`config.mk`:
```
export PLATFORM = sky130hd
export DESIGN_NAME = pipeline_stall_controller_flat
export DESIGN_NICKNAME = d
export VERILOG_FILES = /design/src/rtl/pipeline_stall_controller_if.sv /design/src/rtl/pipeline_stall_controller.sv /design/src/flat_wrapper.sv
export SDC_FILE = /design/constraint.sdc
export NUM_CORES = 1
export LEC_CHECK = 0
export CAP_MARGIN = 20
export CORE_ASPECT_RATIO = 1.2
export CORE_MARGIN = 10
export CORE_UTILIZATION = 55
export CTS_CLUSTER_SIZE = 12
export DETAILED_ROUTE_END_ITERATION = 6
export PLACE_DENSITY = 0.84
export SYNTH_ARGS = -nofsm -noshare
export SYNTH_HDL_FRONTEND = slang
export SYNTH_SLANG_ARGS = --single-unit
```
`constraint.sdc`:
```
create_clock -name clk -period 3.3 [get_ports clk]
set_clock_uncertainty 0.2 [all_clocks]
set_input_delay 0.495 -clock clk [delete_from_list [all_inputs] [get_ports clk]]
set_output_delay 0.495 -clock clk [all_outputs]
set_load 0.01 [all_outputs]
```
`src/rtl/pipeline_stall_controller_if.sv`:
```
// pipeline_stall_controller_if: hazard inputs, pipeline control outputs and statistics of the stall controller.
interface pipeline_stall_controller_if #(
    parameter int CNT_W = 16
);
    logic             load_use;
    logic             branch_taken;
    logic             mem_req;
    logic             mem_ready;
    logic             stats_clr;
    logic             pc_write;
    logic             if_id_write;
    logic             if_id_flush;
    logic             id_ex_bubble;
    logic             pipe_hold;
    logic             mem_wb_bubble;
    logic [1:0]       state;
    logic [CNT_W-1:0] stall_cnt;
    logic [CNT_W-1:0] flush_cnt;
    logic             mem_timeout;
    modport master (
        output load_use, branch_taken, mem_req, mem_ready, stats_clr,
        input  pc_write, if_id_write, if_id_flush, id_ex_bubble, pipe_hold,
               mem_wb_bubble, state, stall_cnt, flush_cnt, mem_timeout
    );
    modport slave (
        input  load_use, branch_taken, mem_req, mem_ready, stats_clr,
        output pc_write, if_id_write, if_id_flush, id_ex_bubble, pipe_hold,
               mem_wb_bubble, state, stall_cnt, flush_cnt, mem_timeout
    );
endinterface

```
`src/rtl/pipeline_stall_controller.sv`:
```
// pipeline_stall_controller: merges load-use, taken-branch and data-memory wait into pipeline enables/flushes/bubbles.
module pipeline_stall_controller #(
    parameter int CNT_W       = 16,
    parameter int MEM_TIMEOUT = 15
) (
    input logic                          clk,
    input logic                          rst,
    pipeline_stall_controller_if.slave   bus
);
    typedef enum logic [1:0] {RUN = 2'b00, MEM_WAIT = 2'b01, ERROR = 2'b10} state_t;
    state_t           r_state, w_next;
    logic [7:0]       r_wait_cnt, w_wait_nxt;
    logic [CNT_W-1:0] r_stall_cnt, r_flush_cnt;
    logic             r_timeout;
    logic             w_hold, w_set_to, w_mem_stall, w_pc_write, w_if_id_flush;
    assign w_mem_stall = bus.mem_req & ~bus.mem_ready;
    always_comb begin
        w_next     = r_state;
        w_wait_nxt = r_wait_cnt;
        w_hold     = 1'b0;
        w_set_to   = 1'b0;
        case (r_state)
            RUN: begin
                w_hold     = w_mem_stall;
                w_next     = w_mem_stall ? MEM_WAIT : RUN;
                w_wait_nxt = w_mem_stall ? 8'd1 : 8'd0;
            end
            MEM_WAIT: begin
                // mem_req dropping counts as completion, so only a live unfinished request keeps the hold
                w_hold     = w_mem_stall;
                w_set_to   = w_mem_stall && (r_wait_cnt == 8'(MEM_TIMEOUT));
                w_next     = !w_mem_stall ? RUN : w_set_to ? ERROR : MEM_WAIT;
                w_wait_nxt = !w_mem_stall ? 8'd0 : w_set_to ? r_wait_cnt : r_wait_cnt + 8'd1;
            end
            ERROR: w_hold = 1'b1;
            default: begin
                w_next     = RUN;
                w_wait_nxt = 8'd0;
            end
        endcase
    end
    // Outputs follow rst combinationally so the pipeline is frozen while reset is held
    assign w_pc_write        = rst & ~w_hold & ~bus.load_use;
    assign w_if_id_flush     = rst & ~w_hold & ~bus.load_use & bus.branch_taken;
    assign bus.pc_write      = w_pc_write;
    assign bus.if_id_write   = w_pc_write;
    assign bus.if_id_flush   = w_if_id_flush;
    assign bus.id_ex_bubble  = rst & ~w_hold & bus.load_use;
    assign bus.pipe_hold     = ~rst | w_hold;
    assign bus.mem_wb_bubble = rst & w_hold;
    assign bus.state         = r_state;
    assign bus.stall_cnt     = r_stall_cnt;
    assign bus.flush_cnt     = r_flush_cnt;
    assign bus.mem_timeout   = r_timeout;
    always_ff @(posedge clk or negedge rst) begin
        if (!rst) begin
            r_state     <= RUN;
            r_wait_cnt  <= 8'd0;
            r_stall_cnt <= '0;
            r_flush_cnt <= '0;
            r_timeout   <= 1'b0;
        end else begin
            r_state     <= w_next;
            r_wait_cnt  <= w_wait_nxt;
            r_timeout   <= r_timeout | w_set_to;
            r_stall_cnt <= bus.stats_clr ? '0 : (!w_pc_write && r_stall_cnt != '1) ? r_stall_cnt + CNT_W'(1) : r_stall_cnt;
            r_flush_cnt <= bus.stats_clr ? '0 : (w_if_id_flush && r_flush_cnt != '1) ? r_flush_cnt + CNT_W'(1) : r_flush_cnt;
        end
    end
endmodule

```
`src/flat_wrapper.sv`:
```
// flat-port wrapper written by rule: the top's interface ports become plain ports
module pipeline_stall_controller_flat 
#(
    parameter int CNT_W       = 16,
    parameter int MEM_TIMEOUT = 15
)
  (clk, rst, bus_load_use, bus_branch_taken, bus_mem_req, bus_mem_ready, bus_stats_clr, bus_pc_write, bus_if_id_write, bus_if_id_flush, bus_id_ex_bubble, bus_pipe_hold, bus_mem_wb_bubble, bus_state, bus_stall_cnt, bus_flush_cnt, bus_mem_timeout);
  pipeline_stall_controller_if #(.CNT_W(CNT_W)) bus_i ();
  input logic clk;
  input logic rst;
  input wire logic [$bits(bus_i.load_use)-1:0] bus_load_use;
  input wire logic [$bits(bus_i.branch_taken)-1:0] bus_branch_taken;
  input wire logic [$bits(bus_i.mem_req)-1:0] bus_mem_req;
  input wire logic [$bits(bus_i.mem_ready)-1:0] bus_mem_ready;
  input wire logic [$bits(bus_i.stats_clr)-1:0] bus_stats_clr;
  output wire logic [$bits(bus_i.pc_write)-1:0] bus_pc_write;
  output wire logic [$bits(bus_i.if_id_write)-1:0] bus_if_id_write;
  output wire logic [$bits(bus_i.if_id_flush)-1:0] bus_if_id_flush;
  output wire logic [$bits(bus_i.id_ex_bubble)-1:0] bus_id_ex_bubble;
  output wire logic [$bits(bus_i.pipe_hold)-1:0] bus_pipe_hold;
  output wire logic [$bits(bus_i.mem_wb_bubble)-1:0] bus_mem_wb_bubble;
  output wire logic [$bits(bus_i.state)-1:0] bus_state;
  output wire logic [$bits(bus_i.stall_cnt)-1:0] bus_stall_cnt;
  output wire logic [$bits(bus_i.flush_cnt)-1:0] bus_flush_cnt;
  output wire logic [$bits(bus_i.mem_timeout)-1:0] bus_mem_timeout;
  assign bus_i.load_use = bus_load_use;
  assign bus_i.branch_taken = bus_branch_taken;
  assign bus_i.mem_req = bus_mem_req;
  assign bus_i.mem_ready = bus_mem_ready;
  assign bus_i.stats_clr = bus_stats_clr;
  assign bus_pc_write = bus_i.pc_write;
  assign bus_if_id_write = bus_i.if_id_write;
  assign bus_if_id_flush = bus_i.if_id_flush;
  assign bus_id_ex_bubble = bus_i.id_ex_bubble;
  assign bus_pipe_hold = bus_i.pipe_hold;
  assign bus_mem_wb_bubble = bus_i.mem_wb_bubble;
  assign bus_state = bus_i.state;
  assign bus_stall_cnt = bus_i.stall_cnt;
  assign bus_flush_cnt = bus_i.flush_cnt;
  assign bus_mem_timeout = bus_i.mem_timeout;
  pipeline_stall_controller #(.CNT_W(CNT_W), .MEM_TIMEOUT(MEM_TIMEOUT)) u_core (.clk(clk), .rst(rst), .bus(bus_i));
endmodule
```
* Yosys cells after proc, flatten, opt, wreduce, memory -nomap -nowiden *
Index checks and enable logic that the tools add are counted.

storage, ports and cells
  register bits = 43
  bits of input ports = 7
  output and inout port bits = 41
  logic and storage cells = 50

cells by class
  add/subtract/negate cells = 3
  eq/ne operators = 6
  multiplexer cells = 14
  bitwise logic cells = 13
  reductions and logical operators = 9

operator list
  cell                   number
  $mux 16                4
  $add 16x1->16 const B  2
  $ne 16x16->1 const B   2
  $pmux 8 s3             1
  $mux 8                 2
  $add 8x1->8 const B    1
  $eq 8x4->1 const B     1
  $and 1x1->1            6
  $pmux 2 s3             1
  $not 1->1              5
  $mux 2                 2
  $reduce_bool 2->1      2
  $logic_and 1x1->1      3
  $mux 1                 3
  $ne 3x3->1 const B     1
  $eq 2x1->1 const B     1
  $eq 2x2->1 const B     1
  $logic_not 2->1        1
  $or 1x1->1             2
  $pmux 1 s2             1
  $reduce_and 2->1       1
  $reduce_or 2->1        1
  $logic_not 1->1        1

* Logic depth before layout (Yosys ltp) *
  word-level depth = 10
  depth in mapped cells = 7
  gate-level depth less buffers = 6

* Least setup slack after synthesis *
OpenSTA, ideal clock, no wires.

  path kind = reg-to-output
  start point = register u_core.r_state[1] (netlist: u_core.bus.state[1])
  end point = output bus_pc_write
  arrival time = 1.264 ns
  required time = 2.605 ns
  setup slack = 1.341 ns
  stages on the path, launching flop included = 5
  buffers on the path = 1
  path through = dfrtp_1 -> or3b_4 -> nand3_1 -> inv_1 -> buf_4

between the ends
  word-level cells in the longest chain between the ends = 6
  elaborated cells between the ends (all ways) = 8
  those cells by class = eq/ne: 2; mux: 1; bitwise: 3; reduce/logical: 2

RTL lines
  item                                           line                             RTL
  start, declared                                pipeline_stall_controller.sv:11  state_t r_state, w_next;
  start signal, assigned                         pipeline_stall_controller.sv:63  r_state <= w_next;
  $eq 2x1->1 or $logic_not 2->1 (tied branches)  pipeline_stall_controller.sv:22  case (r_state)
  $reduce_or 2->1 (no source line)               n/a
  $pmux 1 s2 (*)                                 pipeline_stall_controller.sv:22
  $not 1->1 (*)                                  pipeline_stall_controller.sv:43  assign w_pc_write = rst & ~w_hold & ~bus.load_use;
  $and 1x1->1 (*) (2 in a row)                   pipeline_stall_controller.sv:43
  end, declared                                  flat_wrapper.sv:16               output wire logic [$bits(bus_i.pc_write)-1:0] bus_pc_write;

Every way passes the cells marked *; elsewhere a longest branch is shown, timed or not.

* Worst setup path after layout *
  start point = input rst
  end point = output bus_if_id_flush

between the ends
  word-level cells in the longest chain between the ends = 3

RTL lines
  item                      line                             RTL
  start, declared           flat_wrapper.sv:10               input logic rst;
  $and 1x1->1 (3 in a row)  pipeline_stall_controller.sv:44  assign w_if_id_flush = rst & ~w_hold & ~bus.load_use & bus.branch_taken;
  end, declared             flat_wrapper.sv:18               output wire logic [$bits(bus_i.if_id_flush)-1:0] bus_if_id_flush;

Every way passes these cells.

==> impl_metrics.json <==
{
  "dp_hpwl_um": 4310,
  "pwr-share-clk": 0.398,
  "cts_buffers": 5,
  "post-place-ws_ns": 0.399,
  "min_period_ns": 3.16,
  "drive_above_1_share": 0.100,
  "fmax_mhz": 317,
  "slew_viol_final": 0,
  "syn_to_final_growth_pct": 25.2,
  "drt_iter0_drc": 84,
  "slew_headroom": 0.577,
  "wl_per_cell_um": 16.0,
  "cap_violations": 0,
  "rows": 26,
  "timing.final.crit_share": 0.956,
  "ys_ff_latch": 43,
  "r2r_slack_ns": 1.16,
  "critPathCaptureType": "primary output",
  "portBuffers": 47,
  "first_pass_iters": 4,
  "crit_type": "in -> out",
  "core_area_mm2": 0.00429,
  "vias_per_cell": 5.83,
  "fp.dieW_um": 81.0,
  "worstPathArrival_ns": 2.46,
  "die_y_um": 93.2,
  "cp-start-kind": "input pin",
  "worstRegToRegCells": 6,
  "grt_setup_unrepaired": "false",
  "synth_edf_count": 0,
  "ir_worst_vdd_mv": 0.379,
  "cts_tree": "yes",
  "fin_nets": 308,
  "clk_pin_slew_ns": 0.08,
  "start_util": 0.572,
  "clk_latency_ns": 0.30,
  "switching_share": 0.237,
  "cp_max_fo": 12,
  "crit_start": "rst",
  "ys.flop_type": "dfrtp_1",
  "htree_levels": 2,
  "internal-power_uw": 798,
  "yosys-top-cells-area": "dfrtp_1 44%, xnor2_1 7.1%, nor2_1 5.5%",
  "clkSinkCount": 43,
  "drt-total-wl_um": 5680,
  "worst_pin_slew_ns": 0.632,
  "combinationalPowerShare": 0.083,
  "grt_usage": 0.158,
  "power.leakage_nw": 1.21,
  "dieArea_mm2": 0.00755,
  "grt_pass1_wl_um": 9770,
  "syn_area_mm2": 0.00246,
  "yosysTopAreaCell": "dfrtp_1",
  "synth_seq_area_share": 0.438,
  "tns_ns": 0,
  "antenna_cells": 0,
  "synth.top_cell.area_share": 0.438,
  "ant_nets": 0,
  "fillers": 330,
  "power_switching_uw": 248,
  "power_frac_seq": 0.519,
  "root_buffer": "clkbuf_8",
  "powerDensity_mw_per_mm2": 340,
  "grt_start_max_net_pins": 38,
  "postLayoutSetupSlackWorst_ns": 0.144,
  "syn_nets": 259,
  "synthCells": 249,
  "cp-endpoint": "bus_if_id_flush",
  "gp_congestion": 0.799,
  "finalHoldViolCount": 0,
  "globalRouteOverflowTotal": 0,
  "hold_class": "reg -> reg",
  "num_io_pins": 48,
  "outcome": "finished, final reports clean",
  "post-cts-setup-buffer-count": 0,
  "antenna_found_initial": 0,
  "clock_path_buffers": 2,
  "layout_commonest_cell": "clkdlybuf4s50_1",
  "ys_warn_count": 0,
  "r2r_start": "u_core.bus.stall_cnt[0]",
  "final_cell_mix": "46 x clkdlybuf4s50_1, 43 x dfrtp_1, 36 x nor2_1",
  "syn_avg_cell_area_um2": 9.87,
  "setup_violations": 0,
  "synthArstFlopShare": 1.00,
  "drc": 0,
  "synth_cell_types": 55,
  "cp.required_ns": 2.60,
  "grt_pass1_vias": 2046,
  "vias": 2068,
  "r2r_end": "u_core.bus.stall_cnt[15]",
  "hp-start": "u_core.bus.mem_timeout"
}
[kinds of logic after synthesis]
| kind of cell | count (synthesis) | synth area share |
|---|---|---|
| XOR/XNOR | 27 | 0.0962 |
| multiplexers | 3 | 0.0122 |
| adder cells (fa/ha/maj) | 3 | 0.0153 |
| AO/OA/AOI/OAI | 39 | 0.124 |
| buffers and inverters | 13 | 0.0305 |
| AND/OR/NAND/NOR | 121 | 0.284 |
| flip-flops | 43 | 0.438 |
[layer usage]
layer | vias to the layer above | routed length (µm) | global-route usage
li1 | 999 | - | -
met1 | 1005 | 2300 | 0.196
met2 | 55 | 2850 | 0.259
met3 | 9 | 447 | 0.0441
met4 | 0 | 83 | 0.0477
met5 | - | 0 | 0
[flip-flops by register name, summed over array words and instances, names as in the netlist]
name and count:
u_core.bus.flush_cnt 16, u_core.bus.mem_timeout 1, u_core.r_wait_cnt 8, u_core.bus.state 2, u_core.bus.stall_cnt 16
[repair_timing]
action                                  in CTS  in global routing
endpoints found under the setup margin       0                  1
hold endpoints to repair                     6                  0
gates resized for setup                      0                  1
hold buffers                                 1                  0
[power by group through the flow]
| stage | Combinational [mW] | Sequential (mW) | Clock, mW |
|---|---|---|---|
| after floorplan | 0.0379 | 0.554 | 0 |
| after global placement | 0.0855 | 0.553 | 0 |
| after detailed placement | 0.0867 | 0.554 | 0 |
| after CTS | 0.0884 | 0.543 | 0.421 |
| after global routing | 0.0965 | 0.545 | 0.447 |
| final | 0.0866 | 0.543 | 0.417 |
[critical path: stages]
cell,delay [ns]
dlygate4sd3_1,0.56
buf_2,0.25
nor2b_2,0.25
nand4_4,0.22
inv_2,0.13
clkdlybuf4s50_1,0.55
[final cells by class]
type / count / area [µm²] / share of cell area
multi-input cells: 193 / 1310 / 0.425
flip-flops and latches: 43 / 1080 / 0.350
repair buffers: 50 / 490 / 0.159
well taps: 56 / 70.1 / 0.0228
clock buffers: 5 / 68.8 / 0.0224
clock inverters: 3 / 43.8 / 0.0142
inverters: 5 / 18.8 / 0.00610
[cell usage after synthesis, drive strengths merged, types with 2 or more instances]
library cell and number:
and2 2, nor3 8, nand4 5, a211oi 6
inv 5, xor2 7, nor3b 2, and3 8
nand2 16, nor4 7, a22o 2, and4 5
a31oi 2, a31o 2, a311oi 2, clkbuf 3
nor2b 3, nor2 36, a21oi 10, ha 3
mux2i 3, dfrtp 43, nand3 19, buf 5
o21ai 7, nand2b 4, xnor2 20
[how the worst min path moves through the flow]
| stage | end | depth (start not counted) |
|---|---|---|
| finish | u_core.bus.mem_timeout | 1 |
| CTS | u_core.bus.mem_timeout | 1 |
| floorplan | u_core.bus.flush_cnt[0] | 0 |
| detailed placement | u_core.bus.state[1] | 1 |
| global placement | u_core.bus.state[1] | 1 |
| global route | u_core.bus.mem_timeout | 1 |
[per-stage QoR]
stage	hold slack, ns	cell area (µm²)	std cells	power (mW)	util
after detailed placement	0.165	2950	346	0.640	0.687
after CTS	0.280	3070	355	1.05	0.716
after global routing	0.297	3080	355	1.09	0.716
after global placement	0.164	2950	346	0.639	0.687
final	0.274	3080	355	1.05	0.716
after floorplan	-0.000591	2460	249	0.592	-
(Power assumes the default switching activity.)
